`config.mk`:
```
export PLATFORM = sky130hd
export DESIGN_NAME = charge_req_arbiter
export DESIGN_NICKNAME = d
export VERILOG_FILES = /design/src/rtl/charge_req_arbiter.sv
export SDC_FILE = /design/constraint.sdc
export NUM_CORES = 1
export LEC_CHECK = 0
export CAP_MARGIN = 5
export CORE_MARGIN = 4
export CORE_UTILIZATION = 25
export DETAILED_ROUTE_END_ITERATION = 6
export PLACE_DENSITY_LB_ADDON = 0.2
export SYNTH_ARGS = -nofsm -noshare
export SYNTH_HDL_FRONTEND = slang
export SYNTH_SLANG_ARGS = --single-unit
```
`constraint.sdc`:
```
create_clock -name asclk -period 3.8 [get_ports asclk]
set_input_delay 0.76 -clock asclk [delete_from_list [all_inputs] [get_ports asclk]]
set_output_delay 0.76 -clock asclk [all_outputs]
set_load 0.01 [all_outputs]
```
`src/rtl/charge_req_arbiter.sv`:
```
// Round-robin arbiter that forwards one packet at a time from NUM_REQ requesters
// to a charging counter, dropping (and counting) zero-length packets.
module charge_req_arbiter #(
  parameter int NUM_REQ = 4,
  parameter int LEN_W   = 16,
  parameter int CID_W   = 14,
  localparam int PTR_W  = $clog2(NUM_REQ)
) (
  input  logic                     asclk,
  input  logic                     areset,
  input  logic                     upd_en,
  input  logic [NUM_REQ-1:0]       req_vld,
  output logic [NUM_REQ-1:0]       req_rdy,
  input  logic [NUM_REQ*LEN_W-1:0] req_pkt_len,
  input  logic [NUM_REQ*CID_W-1:0] req_cnt_id,
  input  logic [NUM_REQ-1:0]       req_ul,
  output logic                     in_vld,
  input  logic                     in_rdy,
  output logic [LEN_W-1:0]         in_pkt_len,
  output logic [CID_W-1:0]         in_cnt_id,
  output logic                     in_ul,
  output logic                     in_cnt_en,
  output logic [PTR_W-1:0]         in_src,
  output logic [15:0]              drop_cnt,
  output logic                     dbg_state,
  output logic [PTR_W-1:0]         dbg_rr_ptr
);

  // Handshake: a packet moves when in_vld && in_rdy on a rising edge; req_rdy[k]
  // is a one-cycle accept pulse meaning requester k's packet is taken this edge.
  typedef enum logic {IDLE = 1'b0, HOLD = 1'b1} state_t;

  state_t           state;
  logic [PTR_W-1:0] rr_ptr;
  logic             win_found;
  logic [PTR_W-1:0] win_idx;
  logic [PTR_W-1:0] cand_p;
  int               cand;
  logic             capture;
  logic [LEN_W-1:0] win_len;
  logic [CID_W-1:0] win_cid;
  logic [PTR_W-1:0] next_ptr;

  always_comb begin
    win_found = 1'b0;
    win_idx   = '0;
    cand      = 0;
    cand_p    = '0;
    for (int i = 0; i < NUM_REQ; i++) begin
      cand = int'(rr_ptr) + i;
      if (cand >= NUM_REQ) cand = cand - NUM_REQ;
      cand_p = PTR_W'(cand);
      if (!win_found && req_vld[cand_p]) begin
        win_found = 1'b1;
        win_idx   = cand_p;
      end
    end
  end

  // A held packet's handshake frees the slot in the same cycle, enabling back-to-back.
  assign capture  = !areset && upd_en && ((state == IDLE) || in_rdy) && win_found;
  assign req_rdy  = capture ? (NUM_REQ'(1) << win_idx) : '0;
  assign win_len  = req_pkt_len[win_idx*LEN_W +: LEN_W];
  assign win_cid  = req_cnt_id[win_idx*CID_W +: CID_W];
  assign next_ptr = (win_idx == PTR_W'(NUM_REQ-1)) ? '0 : win_idx + 1'b1;

  always_ff @(posedge asclk) begin
    if (areset) begin
      state      <= IDLE;
      rr_ptr     <= '0;
      in_vld     <= 1'b0;
      in_ul      <= 1'b0;
      in_src     <= '0;
      in_pkt_len <= '0;
      in_cnt_id  <= '0;
      drop_cnt   <= '0;
    end else if (capture) begin
      rr_ptr <= next_ptr;
      if (win_len != '0) begin
        state      <= HOLD;
        in_vld     <= 1'b1;
        in_pkt_len <= win_len;
        in_cnt_id  <= win_cid;
        in_ul      <= req_ul[win_idx];
        in_src     <= win_idx;
      end else begin
        // Zero-length packets are consumed here; any held packet just completed.
        state  <= IDLE;
        in_vld <= 1'b0;
        if (drop_cnt != 16'hFFFF) drop_cnt <= drop_cnt + 16'd1;
      end
    end else if ((state == HOLD) && in_rdy) begin
      state  <= IDLE;
      in_vld <= 1'b0;
    end
  end

  assign in_cnt_en  = in_vld;
  assign dbg_state  = (state == HOLD);
  assign dbg_rr_ptr = rr_ptr;

endmodule

```
-- Yosys cells after proc, flatten, opt, wreduce, memory -nomap -nowiden
Index checks and enable logic that the tools add are counted.
- memories kept: 0
- logic and storage cells: 76
- memory bits (read-only): 0
- bits in writable memories: 0
- latch bits: 0
- flip-flop bits (word level): 52
- reductions and logical operators: 16
- shift operators: 3
- multiply operators: 1
- div/mod/pow operators: 0
- bitwise operators: 2
- equality and inequality tests: 2
- order comparisons: 9
- $add $sub $neg: 9
- mux-type cells: 27
- operators by type and width (operator ; count):
    indexed part select 64 x 7 -> 16 bit ; 1
    indexed part select 56 x 7 -> 14 bit ; 1
    two-way mux 2 bit ; 9
    adder 16 x 1 -> 16 bit (second input constant) ; 1
    != test 16 bit (second input constant) ; 1
    nonzero test 16 bit ; 1
    < comparator 2 x 3 -> 1 bit (second input constant) ; 5
    two-way mux 1 bit ; 12
    binary-select mux 1 bit (select 2 bit) ; 5
    >= comparator 3 bit (second input constant) ; 3
    subtractor 2 x 1 -> 2 bit (second input constant) ; 4
    logical AND 1 bit ; 7
    adder 2 x 2 -> 3 bit (second input constant) ; 2
    multiplier 2 x 3 -> 5 bit (second input constant) ; 1
    logical NOT 1 bit ; 4
    two-way mux 4 bit ; 1
    left shift 1 x 2 -> 4 bit (first input constant) ; 1
    adder 2 x 1 -> 3 bit (second input constant) ; 1
    >= comparator 2 x 3 -> 1 bit (second input constant) ; 1
    AND reduction 3 bit ; 1
    adder 2 x 1 -> 2 bit (second input constant) ; 1
    equality test 2 bit (second input constant) ; 1
    inverter 1 bit ; 2
    AND reduction 2 bit ; 1
    other kinds (2) ; 2

-- Longest topological paths before layout
- depth in word-level cells: 18
- mapped depth: 13
- gate-level depth less buffers: 10

-- Least setup slack after synthesis
OpenSTA, ideal clock, no wires.
- path kind: input to output
- start: input req_vld[0]
- end: output req_rdy[2]
- required time: 3040 ps
- arrival time: 2406 ps
- setup slack: 634 ps
- cell stages on the path: 8
- buffers on the path: 2
- path through: nor2b_2 -> o21ai_1 -> clkbuf_1 -> nand2_1 -> inv_1 -> clkbuf_1 -> ha_1 -> and2_1
- word-level cells in the longest chain between the ends: 14
- elaborated cells on any way between the ends: 25
- classes of those cells: shift: 1; mux: 17; reduce/logical: 7
- ends and longest elaborated chain (what ; RTL line ; text):
    from (decl) ; 12 ; input logic [NUM_REQ-1:0] req_vld,
    binary-select mux 1 bit (select 2 bit) ; 53 ; if (!win_found && req_vld[cand_p]) begin
    two-way mux 1 bit (implied by the code) ; 53 ;
    two-way mux 1 bit ; 53 ;
    logical NOT 1 bit ; 53 ;
    logical AND 1 bit ; 53 ;
    two-way mux 1 bit ; 53 ;
    logical NOT 1 bit ; 53 ;
    logical AND 1 bit ; 53 ;
    two-way mux 1 bit ; 53 ;
    logical NOT 1 bit ; 53 ;
    logical AND 1 bit ; 53 ;
    two-way mux 2 bit (*) ; 53 ;
    net win_idx[1] ; 36 ; logic [PTR_W-1:0] win_idx;
    left shift 1 x 2 -> 4 bit (*) ; 62 ; assign req_rdy = capture ? (NUM_REQ'(1) << win_idx) : '0;
    two-way mux 4 bit (*) ; 62 ;
    to (decl) ; 13 ; output logic [NUM_REQ-1:0] req_rdy,
Mark *: on every way through the listed nets, which the timed path passes. The rest lies on a longest branch. The select of a mux whose other input is x is not followed.

-- Worst setup path after layout
- start: input req_vld[1]
- end: output req_rdy[3]
- word-level cells in the longest chain between the ends: 14
- elaborated cells on any way between the ends: 25
- classes of those cells: shift: 1; mux: 17; reduce/logical: 7
- ends and longest elaborated chain (what ; RTL line):
    binary-select mux 1 bit (select 2 bit) ; 53
    two-way mux 1 bit (implied by the code) ; 53
    two-way mux 1 bit ; 53
    logical NOT 1 bit ; 53
    logical AND 1 bit ; 53
    two-way mux 1 bit ; 53
    logical NOT 1 bit ; 53
    logical AND 1 bit ; 53
    two-way mux 1 bit ; 53
    logical NOT 1 bit ; 53
    logical AND 1 bit ; 53
    two-way mux 2 bit / two-way mux 1 bit (equally long branches) ; 53
    left shift 1 x 2 -> 4 bit / logical AND 1 bit (equally long branches) ; 62, 61
    two-way mux 4 bit (*) ; 62
Mark *: on every way between the ends. The rest lies on a longest branch, timed or not. The select of a mux whose other input is x is not followed.

==> flow_metrics.env <==
export IMPL_route_vias_total=4602
export IMPL_met3_usage_pct=4.50
export IMPL_grt_util_met1_pct=21.7
export IMPL_timing_final_crit_share_pct=96.4
export IMPL_fp_row_count=43
export IMPL_yosysMostFrequentCell="nand3_1"
export IMPL_reg2reg_slack_ns=0.84
export IMPL_slew_headroom_pct=56.5
export IMPL_final_nets=865
export IMPL_p_leak_nw=2.29
export IMPL_worstPathMaxFanout=10
export IMPL_setup_violations=0
export IMPL_reg2reg_depth=11
export IMPL_initial_utilization_pct=25.7
export IMPL_grt_setup_unrepaired="yes"
export IMPL_drt_wl_total_mm=15.0
export IMPL_die_h_um=128
export IMPL_reg2reg_from="dbg_rr_ptr[1]"
export IMPL_cts_htree_levels=2
export IMPL_antenna_cells=0
export IMPL_globalplace_congestion=0.812
export IMPL_yosys_top_cells_count="nand3_1, nand2_1, o21ai_0"
export IMPL_synth_edf_count=0
export IMPL_crit_arrival_ns=2.90
export IMPL_powerDensity_nw_per_um2=274
export IMPL_postSynthCellCount=522
export IMPL_grtUsageMet2_pct=31.2
export IMPL_synth_area_leader_cell="dfxtp_1"
export IMPL_area_growth_pct=71.3
export IMPL_clock_sinks=52
export IMPL_synth_ff_type="dfxtp_1"
export IMPL_cp_required_ns=3.04
export IMPL_core_sq_um=14000
export IMPL_grt_pass1_wl_mm=23.8
export IMPL_ys_seq_area_share_pct=29.0
export IMPL_cap_violations=0
export IMPL_max_freq_ghz=0.273
export IMPL_ant_nets=0
export IMPL_whs_ns=0.474
export IMPL_cts_resized=0
export IMPL_ir_drop_v=0.000159
export IMPL_grt_busiest_layer="met2"
export IMPL_cts_tree="yes"
export IMPL_via_per_inst=5.06
export IMPL_worst_pin_slew_ns=0.653
export IMPL_cts_hold_buf=0
export IMPL_final_layout_size_suffix_gt1_share_pct=13.0
export IMPL_grtUsageTotal_pct=17.9
export IMPL_fillerInstances=1447
export IMPL_slew_violations=0
export IMPL_finalHoldViolCount=0
export IMPL_hold_path_class="reg2reg"
export IMPL_overflow=0
export IMPL_post_drt_wl_per_cell_um=16.5
export IMPL_grt_pass1_vias=4628
export IMPL_yosysWarnings=0
export IMPL_cts_max_path_buffers=2
export IMPL_drt_iter0_markers=285
export IMPL_ys_seq_elements=52
export IMPL_die_x_um=128
export IMPL_netlist_area_leader_share_pct=29.0
export IMPL_fin_tns_setup_ns=0
export IMPL_status="completed"
export IMPL_synth_nets=659
export IMPL_grt_max_degree=63
export IMPL_fin_crit_ns=3.66
export IMPL_synth_area_leaders="dfxtp_1, nand3_1, o21ai_0"
export IMPL_syn_area_sq_um=3590
export IMPL_timing_rr_end="drop_cnt[15]"
export IMPL_final_setup_skew_ns=0.00933
export IMPL_fp_dieArea_sq_um=16400
export IMPL_p_total_mw=1.69
export IMPL_dr_pass1_iters=4
export IMPL_postCtsSetupRepairBufs=0
export IMPL_crit_start="req_vld[1]"
export IMPL_clk_pin_slew_ns=0.06
export IMPL_antenna_found_initial=0
export IMPL_path_class="in2out"
export IMPL_design_area_sq_um=6160
export IMPL_ys_types=43
export IMPL_placed_area_sq_um=6010
export IMPL_io_buffers=189
export IMPL_clkLatencyLatePin_ns=0.29
export IMPL_async_flop_share_pct=0
export IMPL_crit_end="req_rdy[3]"
export IMPL_dp_hpwl_mm=11.7
export IMPL_crit_path_end_kind="output pin"
export IMPL_avgSynthCellArea_sq_um=6.88
export IMPL_numCtsBuffers=5
export IMPL_io_pins=190
export IMPL_root_buffer="clkbuf_16"
export IMPL_cp_start_kind="primary input"
export IMPL_drc_errors=0
worst min-delay path by stage:
stage | startpoint | endpoint | depth (start not counted)
after floorplan | in_cnt_id[0] | in_cnt_id[0] | 2
after global placement | in_cnt_id[4] | in_cnt_id[4] | 2
after detailed placement | in_cnt_id[11] | in_cnt_id[11] | 2
after CTS | in_cnt_id[11] | in_cnt_id[11] | 2
after global routing | in_cnt_id[0] | in_cnt_id[0] | 2
final | in_cnt_id[11] | in_cnt_id[11] | 2
placed cells by master (no fill, tap or decap), types with 3 or more instances in the layout:
cell type | synthesis | routed
a21oi_1 | 34 | 34
a22oi_2 | 7 | 7
and2_1 | 6 | 6
and3_1 | 4 | 4
buf_12 | 0 | 6
buf_4 | 4 | 53
clkbuf_16 | 0 | 5
clkdlybuf4s50_1 | 0 | 188
dfxtp_1 | 52 | 52
ha_1 | 5 | 5
inv_1 | 3 | 3
mux2_2 | 6 | 6
nand2_1 | 76 | 76
nand3_1 | 93 | 93
nand3_2 | 3 | 3
nand4_1 | 36 | 36
nor2_1 | 18 | 17
nor2b_1 | 16 | 15
nor2b_2 | 2 | 3
nor3_1 | 4 | 4
nor4_1 | 3 | 3
o21ai_0 | 75 | 75
o21ai_2 | 1 | 3
xnor2_1 | 4 | 4
cells by family (layout without fill, tap and decap cells):
group	Yosys count	count (layout)	synth area share [%]
xor+xnor	4	4	0.975
fa+ha+maj	5	5	1.74
mux	8	8	2.51
buf+inv	53	260	6.93
flops	52	52	29.0
compound gates	125	125	19.6
simple gates	275	275	39.3
registers in the layout, indices dropped and copies added, names as in the netlist:
name,flops
in_src,2
in_cnt_id,14
drop_cnt,16
in_ul,1
dbg_state,1
in_pkt_len,16
dbg_rr_ptr,2
cell type report:
class | instances | area [sq um] | share of cell area (%)
timing repair buffer | 248 | 2400 | 39.1
clock inverter | 1 | 8.76 | 0.142
tap | 180 | 225 | 3.66
multi-input combinational | 417 | 2330 | 37.8
sequential | 52 | 1040 | 16.9
clock buffer | 7 | 133 | 2.15
inverter | 4 | 15.0 | 0.244
power breakdown:
| group | leakage, nW | switching [mW] | internal, mW |
|---|---|---|---|
| Clock | 0.0681 | 0.203 | 0.247 |
| Sequential | 0.423 | 0.0172 | 0.574 |
| Combinational | 1.80 | 0.300 | 0.347 |
through the flow:
stage	cells	utilization, %	setup WS (ns)
after CTS	909	44.0	0.0829
after global routing	909	44.0	-0.0156
after global placement	901	43.0	0.138
after floorplan	522	-	0.634
after detailed placement	901	43.0	0.0413
final	909	44.0	0.138
critical path: stages:
cell	delay, ns
clkdlybuf4s50_1	0.46
or4_1	0.58
and4b_1	0.37
and2_1	0.25
clkdlybuf4s50_1	0.48
routing by layer:
metal	routed length [um]	up-vias	part of all wire, %
met3	961	26	6.4
met4	334	0	2.2
met1	6200	2136	41
met5	0	-	0
met2	7530	158	50
li1	-	2282	-
No activity file was read; power rests on OpenSTA's default activity.
